$ cat config.mk
export PLATFORM = sky130hd
export DESIGN_NAME = ahb_req_arbiter_flat
export DESIGN_NICKNAME = d
export VERILOG_FILES = /design/src/rtl/ahb_req_arbiter_pkg.sv /design/src/rtl/ahb_req_arbiter_if.sv /design/src/rtl/ahb_req_arbiter_rr_pick.sv /design/src/rtl/ahb_req_arbiter.sv /design/src/flat_wrapper.sv
export SDC_FILE = /design/constraint.sdc
export NUM_CORES = 1
export LEC_CHECK = 0
export ABC_AREA = 1
export CAP_MARGIN = 25
export CORE_AREA = 4 4 158 160
export CTS_CLUSTER_DIAMETER = 60
export CTS_CLUSTER_SIZE = 24
export DETAILED_ROUTE_END_ITERATION = 8
export DIE_AREA = 0 0 162 164
export GPL_TIMING_DRIVEN = 0
export PLACE_DENSITY = 0.65
export SYNTH_ARGS = -nofsm -noshare
export SYNTH_HDL_FRONTEND = slang
export SYNTH_SLANG_ARGS = --single-unit
$ cat constraint.sdc
create_clock -name hclk -period 9.4 [get_ports hclk]
set_clock_uncertainty 0.05 [all_clocks]
set_input_delay 0.94 -clock hclk [delete_from_list [all_inputs] [get_ports hclk]]
set_output_delay 0.94 -clock hclk [all_outputs]
set_load 0.05 [all_outputs]
$ cat src/rtl/ahb_req_arbiter_pkg.sv
// rtl/ahb_req_arbiter_pkg.sv - shared state encoding, defaults and width helper for the AHB request arbiter
package ahb_arb_pkg;

    typedef enum logic [1:0] {
        IDLE  = 2'd0,
        ISSUE = 2'd1,
        WAIT  = 2'd2,
        DONE  = 2'd3
    } arb_state_e;

    localparam int NREQ_DEFAULT    = 4;
    localparam int TIMEOUT_DEFAULT = 16;

    function automatic int clog2(input int n);
        int r;
        r = 0;
        for (int i = 0; i < 31; i++) begin
            if ((1 << i) < n) r = i + 1;
        end
        return r;
    endfunction

endpackage

$ cat src/rtl/ahb_req_arbiter_if.sv
// rtl/ahb_req_arbiter_if.sv - requester and ahb_master side signals of the arbiter
interface ahb_req_arbiter_if #(
    parameter int NREQ = 4
);
    logic [NREQ-1:0]    req;
    logic [NREQ-1:0]    req_wr;
    logic [NREQ*32-1:0] req_addr;
    logic [NREQ*32-1:0] req_wdata;
    logic [NREQ-1:0]    gnt;
    logic [NREQ-1:0]    done;
    logic               err;
    logic [31:0]        rdata;
    logic               m_enable;
    logic [31:0]        m_addr;
    logic               m_wr;
    logic [31:0]        m_dina;
    logic [1:0]         m_slave_sel;
    logic               m_hready;
    logic [31:0]        m_dout;

    modport slave (
        input  req, req_wr, req_addr, req_wdata, m_hready, m_dout,
        output gnt, done, err, rdata, m_enable, m_addr, m_wr, m_dina, m_slave_sel
    );

    modport master (
        output req, req_wr, req_addr, req_wdata, m_hready, m_dout,
        input  gnt, done, err, rdata, m_enable, m_addr, m_wr, m_dina, m_slave_sel
    );
endinterface

$ cat src/rtl/ahb_req_arbiter_rr_pick.sv
// rtl/ahb_req_arbiter_rr_pick.sv - round-robin winner select starting at ptr
module rr_pick #(
    parameter int NREQ = 4,
    parameter int IW   = 2
) (
    input  logic [NREQ-1:0] i_req,
    input  logic [IW-1:0]   i_ptr,
    output logic            o_valid,
    output logic [IW-1:0]   o_idx
);
    logic [NREQ-1:0] w_rot;
    logic [IW-1:0]   w_off;

    // Rotate so that bit 0 is the requester at ptr, then lowest set bit wins.
    always_comb begin
        for (int i = 0; i < NREQ; i++) begin
            w_rot[i] = i_req[(int'(i_ptr) + i) % NREQ];
        end
    end

    always_comb begin
        w_off   = '0;
        o_valid = 1'b0;
        for (int i = NREQ - 1; i >= 0; i--) begin
            if (w_rot[i]) begin
                w_off   = IW'(i);
                o_valid = 1'b1;
            end
        end
    end

    assign o_idx = IW'((int'(i_ptr) + int'(w_off)) % NREQ);

endmodule

$ cat src/rtl/ahb_req_arbiter.sv
// rtl/ahb_req_arbiter.sv - shares one ahb_master between NREQ requesters, round-robin, with timeout abort
module ahb_req_arbiter
    import ahb_arb_pkg::*;
#(
    parameter int NREQ    = NREQ_DEFAULT,
    parameter int TIMEOUT = TIMEOUT_DEFAULT
) (
    input  logic             hclk,
    input  logic             hresetn,
    ahb_req_arbiter_if.slave io_bus
);
    localparam int IW = clog2(NREQ);
    localparam int TW = clog2(TIMEOUT);

    localparam logic [1:0] S_IDLE  = IDLE;
    localparam logic [1:0] S_ISSUE = ISSUE;
    localparam logic [1:0] S_WAIT  = WAIT;
    localparam logic [1:0] S_DONE  = DONE;

    logic [1:0]      r_state;
    logic [IW-1:0]   r_ptr;
    logic [IW-1:0]   r_idx;
    logic [1:0]      r_hcnt;
    logic [TW-1:0]   r_tcnt;
    logic [NREQ-1:0] r_gnt;
    logic [NREQ-1:0] r_done;
    logic            r_err;
    logic [31:0]     r_rdata;
    logic            r_enable;
    logic [31:0]     r_addr;
    logic            r_wr;
    logic [31:0]     r_dina;

    logic            w_valid;
    logic [IW-1:0]   w_idx;

    rr_pick #(
        .NREQ (NREQ),
        .IW   (IW)
    ) u_rr_pick (
        .i_req   (io_bus.req),
        .i_ptr   (r_ptr),
        .o_valid (w_valid),
        .o_idx   (w_idx)
    );

    always_ff @(posedge hclk or posedge hresetn) begin
        if (hresetn) begin
            r_state  <= S_IDLE;
            r_ptr    <= '0;
            r_idx    <= '0;
            r_hcnt   <= '0;
            r_tcnt   <= '0;
            r_gnt    <= '0;
            r_done   <= '0;
            r_err    <= 1'b0;
            r_rdata  <= '0;
            r_enable <= 1'b0;
            r_addr   <= '0;
            r_wr     <= 1'b0;
            r_dina   <= '0;
        end else begin
            r_enable <= 1'b0;
            r_done   <= '0;
            case (r_state)
                S_IDLE: begin
                    if (w_valid) begin
                        r_state  <= S_ISSUE;
                        r_idx    <= w_idx;
                        r_gnt    <= NREQ'(1) << w_idx;
                        r_addr   <= io_bus.req_addr[32*w_idx +: 32];
                        r_wr     <= io_bus.req_wr[w_idx];
                        r_dina   <= io_bus.req_wdata[32*w_idx +: 32];
                        r_enable <= 1'b1;
                        r_ptr    <= (w_idx == IW'(NREQ - 1)) ? '0 : w_idx + IW'(1);
                    end
                end
                S_ISSUE: begin
                    r_hcnt  <= '0;
                    r_tcnt  <= '0;
                    r_state <= S_WAIT;
                end
                S_WAIT: begin
                    r_tcnt <= r_tcnt + TW'(1);
                    if (io_bus.m_hready) r_hcnt <= r_hcnt + 2'd1;
                    // First hready-high is the data phase; the second carries the latched hrdata.
                    if (io_bus.m_hready && r_hcnt == 2'd1) begin
                        r_rdata <= r_wr ? 32'h0 : io_bus.m_dout;
                        r_err   <= 1'b0;
                        r_done  <= NREQ'(1) << r_idx;
                        r_state <= S_DONE;
                    end else if (r_tcnt == TW'(TIMEOUT - 1)) begin
                        r_rdata <= '0;
                        r_err   <= 1'b1;
                        r_done  <= NREQ'(1) << r_idx;
                        r_state <= S_DONE;
                    end
                end
                S_DONE: begin
                    r_gnt   <= '0;
                    r_addr  <= '0;
                    r_wr    <= 1'b0;
                    r_dina  <= '0;
                    r_state <= S_IDLE;
                end
                default: r_state <= S_IDLE;
            endcase
        end
    end

    assign io_bus.gnt         = r_gnt;
    assign io_bus.done        = r_done;
    assign io_bus.err         = r_err;
    assign io_bus.rdata       = r_rdata;
    assign io_bus.m_enable    = r_enable;
    assign io_bus.m_addr      = r_addr;
    assign io_bus.m_wr        = r_wr;
    assign io_bus.m_dina      = r_dina;
    assign io_bus.m_slave_sel = r_addr[31:30];

endmodule

$ cat src/flat_wrapper.sv
// flat-port wrapper written by rule: the top's interface ports become plain ports
module ahb_req_arbiter_flat import ahb_arb_pkg::*;
#(
    parameter int NREQ    = NREQ_DEFAULT,
    parameter int TIMEOUT = TIMEOUT_DEFAULT
)
  (hclk, hresetn, io_bus_req, io_bus_req_wr, io_bus_req_addr, io_bus_req_wdata, io_bus_m_hready, io_bus_m_dout, io_bus_gnt, io_bus_done, io_bus_err, io_bus_rdata, io_bus_m_enable, io_bus_m_addr, io_bus_m_wr, io_bus_m_dina, io_bus_m_slave_sel);
  ahb_req_arbiter_if #(.NREQ(NREQ)) io_bus_i ();
  input  logic hclk;
  input  logic hresetn;
  input wire logic [$bits(io_bus_i.req)-1:0] io_bus_req;
  input wire logic [$bits(io_bus_i.req_wr)-1:0] io_bus_req_wr;
  input wire logic [$bits(io_bus_i.req_addr)-1:0] io_bus_req_addr;
  input wire logic [$bits(io_bus_i.req_wdata)-1:0] io_bus_req_wdata;
  input wire logic [$bits(io_bus_i.m_hready)-1:0] io_bus_m_hready;
  input wire logic [$bits(io_bus_i.m_dout)-1:0] io_bus_m_dout;
  output wire logic [$bits(io_bus_i.gnt)-1:0] io_bus_gnt;
  output wire logic [$bits(io_bus_i.done)-1:0] io_bus_done;
  output wire logic [$bits(io_bus_i.err)-1:0] io_bus_err;
  output wire logic [$bits(io_bus_i.rdata)-1:0] io_bus_rdata;
  output wire logic [$bits(io_bus_i.m_enable)-1:0] io_bus_m_enable;
  output wire logic [$bits(io_bus_i.m_addr)-1:0] io_bus_m_addr;
  output wire logic [$bits(io_bus_i.m_wr)-1:0] io_bus_m_wr;
  output wire logic [$bits(io_bus_i.m_dina)-1:0] io_bus_m_dina;
  output wire logic [$bits(io_bus_i.m_slave_sel)-1:0] io_bus_m_slave_sel;
  assign io_bus_i.req = io_bus_req;
  assign io_bus_i.req_wr = io_bus_req_wr;
  assign io_bus_i.req_addr = io_bus_req_addr;
  assign io_bus_i.req_wdata = io_bus_req_wdata;
  assign io_bus_i.m_hready = io_bus_m_hready;
  assign io_bus_i.m_dout = io_bus_m_dout;
  assign io_bus_gnt = io_bus_i.gnt;
  assign io_bus_done = io_bus_i.done;
  assign io_bus_err = io_bus_i.err;
  assign io_bus_rdata = io_bus_i.rdata;
  assign io_bus_m_enable = io_bus_i.m_enable;
  assign io_bus_m_addr = io_bus_i.m_addr;
  assign io_bus_m_wr = io_bus_i.m_wr;
  assign io_bus_m_dina = io_bus_i.m_dina;
  assign io_bus_m_slave_sel = io_bus_i.m_slave_sel;
  ahb_req_arbiter #(.NREQ(NREQ), .TIMEOUT(TIMEOUT)) u_core (.hclk(hclk), .hresetn(hresetn), .io_bus(io_bus_i));
endmodule
==> out/qor.txt <==
largest net degree at the start of global routing - 64
number of setup buffers added after CTS - 0
fraction of synthesis flops using an asynchronous set or reset pin - 1.000
final net count - 1,620
unrepaired setup endpoints after global routing - no
number of synthesized register bits - 119
synthesized net count - 1,191
data arrival time of the critical path - 4.00 ns
final clock period utilization by the worst path - 0.3980
synthesized area - 0.007227 mm²
total negative setup slack - 0 ns
timing-limited maximum frequency - 267.3 MHz
ordered list of cells on the worst path - clkdlybuf4s50_1, inv_1, nand2_1, nand2_1, nand2_1, nand2_1, a21oi_1, nor2_1, ha_1, buf_2, buf_4, clkbuf_1, mux2i_1, nand2_1, nand3_1, nand2_1
cell type contributing the most total cell area after synthesis - sky130_fd_sc_hd__dfrtp_1
initial standard-cell utilization of the core - 0.3088
number of global-route vias before repair - 8,208
post-synthesis area per instance - 8.185 µm²
sort of element at the end of the critical path - flop
drt wl/cell - 19.59 µm
sum of routed wire segments on met1 - 12.32 mm
Max Cap Violations - 0
cell count after synthesis - 883
placeable core region - 0.02340 mm²
critical path's most frequent cell - sky130_fd_sc_hd__nand2_1
top cells by area, synth - sky130_fd_sc_hd__dfrtp_1, sky130_fd_sc_hd__mux2i_1, sky130_fd_sc_hd__nand3_1
number of rows in the core area - 56
via/cell ratio - 4.824
Final Wtd Congestion - 0.8710
number of placed cells counting well taps - 1,611
overall die area - 0.02657 mm²
Slowest Stage Delay on Critical Path - 0.69 ns
Detailed Routing Iterations Pass 1 - 5
clk buf depth - 2
Slowest-stage cell, CP - sky130_fd_sc_hd__clkbuf_1
Reg-to-Reg Start - u_core.r_ptr[0]
Commonest cells post-synth - sky130_fd_sc_hd__nand2_1, sky130_fd_sc_hd__nand3_1, sky130_fd_sc_hd__mux2i_1
Die Height - 164 µm
most instantiated library cell after synthesis - sky130_fd_sc_hd__nand2_1
GRT Util Overall - 0.2374
post-route ant nets - 0
horizontal extent of the die - 162 µm
wire length on met2 - 16.61 mm
minimum hold slack - 0.4123 ns
Slew Viols, Final - 0
total number of clock tree sinks - 119
maximum ir drop on the vdd rail - 186.1 µV
antenna violations before repair - 5
proportion of layout cells with a drive suffix above 1 - 0.06189
GRT overflow - 0
total power divided by cell area - 448.0 mW/mm²
sum of net half-perimeters after detailed placement - 25.41 mm
number of standard cells in the layout, taps in and fillers out - 1,650
Hold-fix buffers, CTS - 0
wire length of the first global-routing pass - 47.79 mm
outcome - finished, final reports clean
root buf cell - sky130_fd_sc_hd__clkbuf_16
Clk pin slew, worst setup/hold paths - 0.06 ns
cts repair resizes - 0
Cell variety after synth - 27
number of top-level design ports - 408
endpoints failing hold - 0
growth of design area from synthesis to finish - 70.95%
worst max-slew margin expressed relative to the limit - 0.3213
path class of the lowest-slack min-delay path - flop to flop
startpoint of the worst hold path - u_core.r_idx[1]
largest fanout of any net on the critical path - 10
number of buffer cells added on primary ports - 407
worst path required time - 9.66 ns
fraction of the yosys area taken by sequential cells - 0.4120
prevailing post-synth register cell - sky130_fd_sc_hd__dfrtp_1
deepest level of the CTS H-tree - 4
timing startpoint of the critical path - io_bus_req[3]
number of synthesized flops with an enable pin - 0
top layer reached by signal wires - met4
startpoint type of the worst setup path - input port
TritonCTS clock tree - built
final cell utilization of the core - 0.5279
DRC errors left - 0
CTS buffer count - 17
area fraction of the dominant cell type after synthesis - 0.4120
Yosys warning total - 0
overall routed net length - 32.32 mm
static leakage - 5.623 nW
insertion delay of the later-clocked pin in the worst-skew pair - 0.42 ns
setup-violating endpoint count in the final report - 0
class of the most critical setup path - input port to flop
routed length on met3 - 2.728 mm
crit path time final - 3.741 ns
transition time of the tightest slew-check pin - 1.018 ns
routed via count - 7,959
count of routing violations after the opening detailed-route iteration - 482
critical path, delay by kind of cell:
kind / cells / cell delay, ns
AND/OR/NAND/NOR: 8 / 0.54
adder cells (fa/ha/maj): 1 / 0.29
buffers and inverters: 5 / 1.76
AO/OA/AOI/OAI: 1 / 0.14
multiplexers: 1 / 0.34
metrics by stage:
stage | setup WS, ns | area (µm²) | power (mW)
5_1_grt | 5.398 | 12350 | 5.944
4_1_cts | 5.410 | 12330 | 5.581
2_1_floorplan | 5.253 | 7227 | 3.598
3_3_place_gp | 3.206 | 11700 | 4.850
3_5_place_dp | 4.978 | 11750 | 4.901
6_report | 5.659 | 12350 | 5.535
report_power, final:
part,internal [mW],switching (mW)
clock,0.377,0.278
sequential,0.748,0.129
combinational,1.46,2.55
total,2.58,2.95
final cells by class:
| type | count | area (µm²) |
|---|---|---|
| buffer | 72 | 372.9 |
| fill | 2353 | 11050 |
| timing repair buffer | 410 | 4128 |
| tap | 319 | 399.1 |
| sequential | 119 | 2978 |
| antenna | 6 | 15.01 |
| inverter | 20 | 85.08 |
| multi-input combinational | 672 | 3796 |
| clock buffer | 17 | 425.4 |
| clock inverter | 15 | 155.1 |
cells by family after synthesis:
family | count (synthesis) | share of synthesized area
muxes | 130 | 0.1801
xor gates and xnor gates | 1 | 0.001212
adders and majority gates | 9 | 0.01558
and+or+nand+nor | 479 | 0.2905
DFF | 119 | 0.4121
AOI/OAI and AO/OA | 53 | 0.03792
buffers and inverters | 92 | 0.06267
final timing paths:
path,to,slack [ns],depth (start not counted)
min reg2reg,u_core.io_bus.done[0],0.41,1
min,u_core.io_bus.done[0],0.41,1
max reg2reg,u_core.io_bus.m_dina[31],6.10,16
min in group asynchronous,u_core.io_bus.rdata[9],0.92,2
max,u_core.io_bus.m_dina[31],5.66,16
max in group asynchronous,u_core.io_bus.m_dina[20],7.65,3
placed cells by master (no fill, tap or decap), drive strengths merged:
cell	Yosys	layout
o211ai	1	1
mux2i	130	130
clkdlybuf4s50	0	407
clkinv	0	2
nand4	1	1
inv	20	32
buf	38	41
o22ai	3	3
clkbuf	34	51
nor2	10	10
a21oi	8	8
dfrtp	119	119
ha	9	9
xor2	1	1
bufinv	0	1
o21ai	40	40
nor3	2	2
o21a	1	1
nand3	209	209
nand2	257	257
diode	0	6
flip-flops by register name (all words and copies together), names as in the netlist:
name	cells
u_core.r_hcnt	2
u_core.io_bus.err	1
u_core.io_bus.done	4
u_core.r_ptr	2
u_core.io_bus.rdata	32
u_core.io_bus.m_enable	1
u_core.r_state	2
u_core.io_bus.m_wr	1
u_core.io_bus.m_dina	32
u_core.r_tcnt	4
u_core.r_idx	2
u_core.io_bus.gnt	4
u_core.io_bus.m_addr	32
metal layers:
layer / vias to the layer above / global-route usage
met5: - / 0
met4: 0 / 0.07190
met3: 34 / 0.08156
met2: 337 / 0.4203
met1: 3719 / 0.2716
li1: 3869 / -
Power figures use the tool's default switching activity.
